[config.mk]
export PLATFORM = sky130hd
export DESIGN_NAME = hazard_scoreboard_ctrl
export DESIGN_NICKNAME = d
export VERILOG_FILES = /design/src/rtl/hazard_scoreboard_ctrl.sv
export SDC_FILE = /design/constraint.sdc
export NUM_CORES = 1
export LEC_CHECK = 0
export BUFFER_PORTS_ARGS = -buffer_cell sky130_fd_sc_hd__buf_2
export CORE_UTILIZATION = 50
export CTS_BUF_LIST = sky130_fd_sc_hd__clkbuf_8
export DETAILED_ROUTE_END_ITERATION = 16
export PLACE_DENSITY_LB_ADDON = 0.15
export SETUP_SLACK_MARGIN = 0.15
export SYNTH_ARGS = -nofsm -noshare
export SYNTH_HDL_FRONTEND = slang
export SYNTH_SLANG_ARGS = --single-unit
[constraint.sdc]
create_clock -name clk -period 2.2 [get_ports clk]
set_clock_uncertainty 0.1 [all_clocks]
set_input_delay 0.33 -clock clk [delete_from_list [all_inputs] [get_ports clk]]
set_output_delay 0.33 -clock clk [all_outputs]
set_load 0.01 [all_outputs]
[src/rtl/hazard_scoreboard_ctrl.sv]
// rtl/hazard_scoreboard_ctrl.sv - decode-stage RAW interlock with EXE/MEM/WB shift scoreboard
// Optional HAZARD_FORWARDING_EN: load-use-only stall plus EXE operand forwarding selects.
module hazard_scoreboard_ctrl #(
    parameter int CNT_W = 16,
    parameter int REG_W = 4
) (
    input  logic             clk,
    input  logic             rst,
    input  logic [REG_W-1:0] id_src1,
    input  logic [REG_W-1:0] id_src2,
    input  logic             id_two_src,
    input  logic             id_wb_en,
    input  logic             id_mem_r_en,
    input  logic [REG_W-1:0] id_dest,
    input  logic             flush,
    input  logic             freeze,
    output logic             hazard,
    output logic [1:0]       fwd_sel1,
    output logic [1:0]       fwd_sel2,
    output logic [CNT_W-1:0] stall_cnt
);
    typedef struct packed {
        logic             valid;
        logic             wb_en;
        logic             mem_r_en;
        logic [REG_W-1:0] dest;
        logic [REG_W-1:0] src1;
        logic [REG_W-1:0] src2;
        logic             two_src;
    } slot_t;

    // r15 reads return the PC, so it can never carry a register dependency
    localparam logic [REG_W-1:0] PC_REG = '1;

    slot_t            e_q, m_q, w_q, e_d;
    logic [CNT_W-1:0] cnt_q, cnt_d;
    logic             raw_hazard;

    function automatic logic match(input logic [REG_W-1:0] src, input slot_t s);
        return s.valid & s.wb_en & (src == s.dest) & (src != PC_REG);
    endfunction

`ifdef HAZARD_FORWARDING_EN
    logic unused_fields;
    assign unused_fields = ^{w_q.mem_r_en, w_q.src1, w_q.src2, w_q.two_src};

    always_comb begin
        raw_hazard = e_q.mem_r_en &
                     (match(id_src1, e_q) | (id_two_src & match(id_src2, e_q)));
    end

    // MEM holds the youngest result, so it takes priority over WB
    always_comb begin
        fwd_sel1 = 2'b00;
        fwd_sel2 = 2'b00;
        if (match(e_q.src1, m_q)) begin
            fwd_sel1 = 2'b01;
        end else if (match(e_q.src1, w_q)) begin
            fwd_sel1 = 2'b10;
        end
        if (e_q.two_src) begin
            if (match(e_q.src2, m_q)) begin
                fwd_sel2 = 2'b01;
            end else if (match(e_q.src2, w_q)) begin
                fwd_sel2 = 2'b10;
            end
        end
    end
`else
    logic unused_fields;
    assign unused_fields = ^w_q;

    // WB never stalls: the register file writes on the falling edge
    always_comb begin
        raw_hazard = match(id_src1, e_q) | match(id_src1, m_q) |
                     (id_two_src & (match(id_src2, e_q) | match(id_src2, m_q)));
    end

    assign fwd_sel1 = 2'b00;
    assign fwd_sel2 = 2'b00;
`endif

    assign hazard    = raw_hazard & ~flush;
    assign stall_cnt = cnt_q;

    always_comb begin
        e_d          = '0;
        e_d.valid    = ~hazard & ~flush;
        e_d.wb_en    = id_wb_en;
        e_d.mem_r_en = id_mem_r_en;
        e_d.dest     = id_dest;
        e_d.src1     = id_src1;
        e_d.src2     = id_src2;
        e_d.two_src  = id_two_src;
    end

    always_comb begin
        cnt_d = cnt_q;
        if (hazard && (cnt_q != {CNT_W{1'b1}})) begin
            cnt_d = cnt_q + {{(CNT_W-1){1'b0}}, 1'b1};
        end
    end

    always_ff @(posedge clk) begin
        if (!rst) begin
            e_q   <= '0;
            m_q   <= '0;
            w_q   <= '0;
            cnt_q <= '0;
        end else if (!freeze) begin
            w_q   <= m_q;
            m_q   <= e_q;
            e_q   <= e_d;
            cnt_q <= cnt_d;
        end
    end
endmodule

==> results.sh <==
export IMPL_htree_num_levels=1
export IMPL_placed_area_um2=1800
export IMPL_drtPass1Iterations=4
export IMPL_place_ws_ps=-1.61
export IMPL_rows=20
export IMPL_hold_path_class="in2reg"
export IMPL_gp_congestion=0.949
export IMPL_worst_setup_path_start_kind="register"
export IMPL_route_detailed_wl_per_inst_um=14.1
export IMPL_cts_clk_slew_worst_paths_ps=110
export IMPL_num_io_pins=40
export IMPL_initial_utilization=0.521
export IMPL_postRouteWirelength_mm=3.85
export IMPL_clock_latency_ps=280
export IMPL_setup_viol=0
export IMPL_hpwl_mm=2.68
export IMPL_setup_slack_ps=66.7
export IMPL_dieWidth_um=58.2
export IMPL_syn_cell_area_um2=1580
export IMPL_coreArea_um2=3030
export IMPL_synth_top_cell_area_share=0.355
export IMPL_drtIter0Drc=50
export IMPL_grt_pass1_wl_mm=6.04
export IMPL_die_h_um=58.2
export IMPL_period_minus_slack_ps=2130
export IMPL_grt_use_total=0.234
export IMPL_leakagePower_nw=0.890
export IMPL_synth_commonest_cells="dfxtp_1, nor2_1, mux2i_1, nand2_1, xor2_1"
export IMPL_power_w=0.00105
export IMPL_drc_errors=0
export IMPL_fmax_ghz=0.469
export IMPL_synth_seq_cells=28
export IMPL_syn_avg_cell_area_um2=8.54
export IMPL_drive_gt1_frac=0.352
export IMPL_cts_root_buf="clkbuf_8"
export IMPL_cp_data_arrival_time_ps=1700
export IMPL_grt_start_max_net_pins=19
export IMPL_status="completed"
export IMPL_rsz0062_at_grt="true"
export IMPL_cts_made_buffers=3
export IMPL_cp_max_fo=4
export IMPL_ys_top_cells_by_area="dfxtp_1, mux2i_1, xor2_1"
export IMPL_n_fill_cell=252
export IMPL_finalCritPeriodShare=0.970
export IMPL_power_density_nw_per_um2=510
export IMPL_slew_violations=0
export IMPL_required_ps=1770
export IMPL_grt_pass1_vias=1328
export IMPL_end_kind="output port"
export IMPL_finalHoldViolCount=0
export IMPL_ys_seq_area_frac=0.355
export IMPL_ant_nets=0
export IMPL_antenna_found_initial=0
export IMPL_worst_pin_slew_ps=587
export IMPL_crit_type="reg2out"
export IMPL_area_growth_pct=31.0
export IMPL_synth_edff_count=0
export IMPL_cts_tree="built"
export IMPL_n_antenna_cell=0
export IMPL_layout_nets=251
export IMPL_netlist_cell_type_count=41
export IMPL_via_per_inst=5.49
export IMPL_relSlewSlack=0.606
export IMPL_async_flop_share=0
export IMPL_clk_path_buf_depth=2
export IMPL_overflow=0
export IMPL_vdd_ir_drop_max_mv=0.485
export IMPL_yosysWarnings=0
export IMPL_maxCapViolCount=0
export IMPL_cts_sinks=28
export IMPL_synth_ff_type="dfxtp_1"
export IMPL_yosys_area_top_type="dfxtp_1"
export IMPL_tns_ps=0
export IMPL_synthCells=185
export IMPL_yosysMostFrequentCell="dfxtp_1"
export IMPL_fin_util=0.683
export IMPL_num_vias=1505
export IMPL_final_cell_area_um2=2070
export IMPL_die_area_um2=3390
export IMPL_portBuffers=34
-- cell families after synthesis --
kind of cell / share of synthesized area
simple gates: 0.272
compound gates: 0.126
flops: 0.355
mux: 0.108
buf+inv: 0.0515
xor+xnor: 0.0777
fa+ha+maj: 0.00792
other cells: 0.00237
-- layout by cell type, fill, tap and decap left out, drive strengths merged, types with 2 or more instances in the layout --
cell	count
a21oi	6
a22oi	2
a31oi	3
and3	2
and4	2
buf	51
clkbuf	3
conb	4
dfxtp	28
mux2i	17
nand2	17
nand2b	8
nand3	5
nand4	5
nor2	21
nor3	4
nor4	6
o211ai	2
o21a	2
o21ai	5
o31a	2
o31ai	5
or3	3
or4	3
xor2	14
-- where the power goes --
part | internal (W) | switching [W]
Clock | 0.000244 | 0.000169
Combinational | 0.0000491 | 0.0000656
Sequential | 0.000516 | 0.0000103
Total | 0.000809 | 0.000245
-- critical path, cell delays in order (launching register included) --
cell and delay, ps:
dfxtp_1 370, nand2_1 120, nor4_2 310, o21ai_1 120
o211a_4 170, buf_6 120, nor2_4 90, buf_6 110
-- path summary, 6_finish.rpt --
kind	cells after the start	to	slack, ps	startpoint
min	3	e_q[14]	180	id_wb_en
max reg2reg	7	stall_cnt[6]	120	e_q[14]
min reg2reg	2	stall_cnt[14]	410	stall_cnt[14]
max	7	hazard	70	e_q[14]
-- cell type report --
cell class / instances / area (um2) / share of cell area
Clock buffer: 3 / 41.3 / 0.0200
Clock inverter: 1 / 30.0 / 0.0145
Inverter: 2 / 7.51 / 0.00363
Multi-Input combinational cell: 145 / 1050 / 0.506
Sequential cell: 28 / 573 / 0.277
Tap cell: 44 / 55.1 / 0.0266
Timing Repair Buffer: 51 / 315 / 0.152
-- timing repair --
action / CTS / global route
pin swaps: 11 / 13
buffers inserted: 7 / 2
gates resized for setup: 15 / 17
gates cloned: 0 / 0
hold buffers: 0 / 0
endpoints found under the hold margin: 0 / 0
endpoints found under the setup margin: 9 / 11
-- through the flow --
stage | hold slack (ps) | std cells
after global routing | 203 | 274
after detailed placement | 392 | 261
after floorplan | 364 | 188
after CTS | 188 | 272
after global placement | 371 | 261
final | 181 | 274
-- state kept, by name, summed over array words and instances, names as in the netlist --
register / count
e_q: 6
m_q: 6
stall_cnt: 16
-- layer usage --
layer / vias up / share of wire / global-route usage
met5: - / 0 / 0
met4: 0 / 0.012 / 0.0918
met3: 5 / 0.040 / 0.0268
met2: 46 / 0.49 / 0.392
met1: 709 / 0.45 / 0.307
li1: 745 / - / -
(Power assumes the default switching activity.)
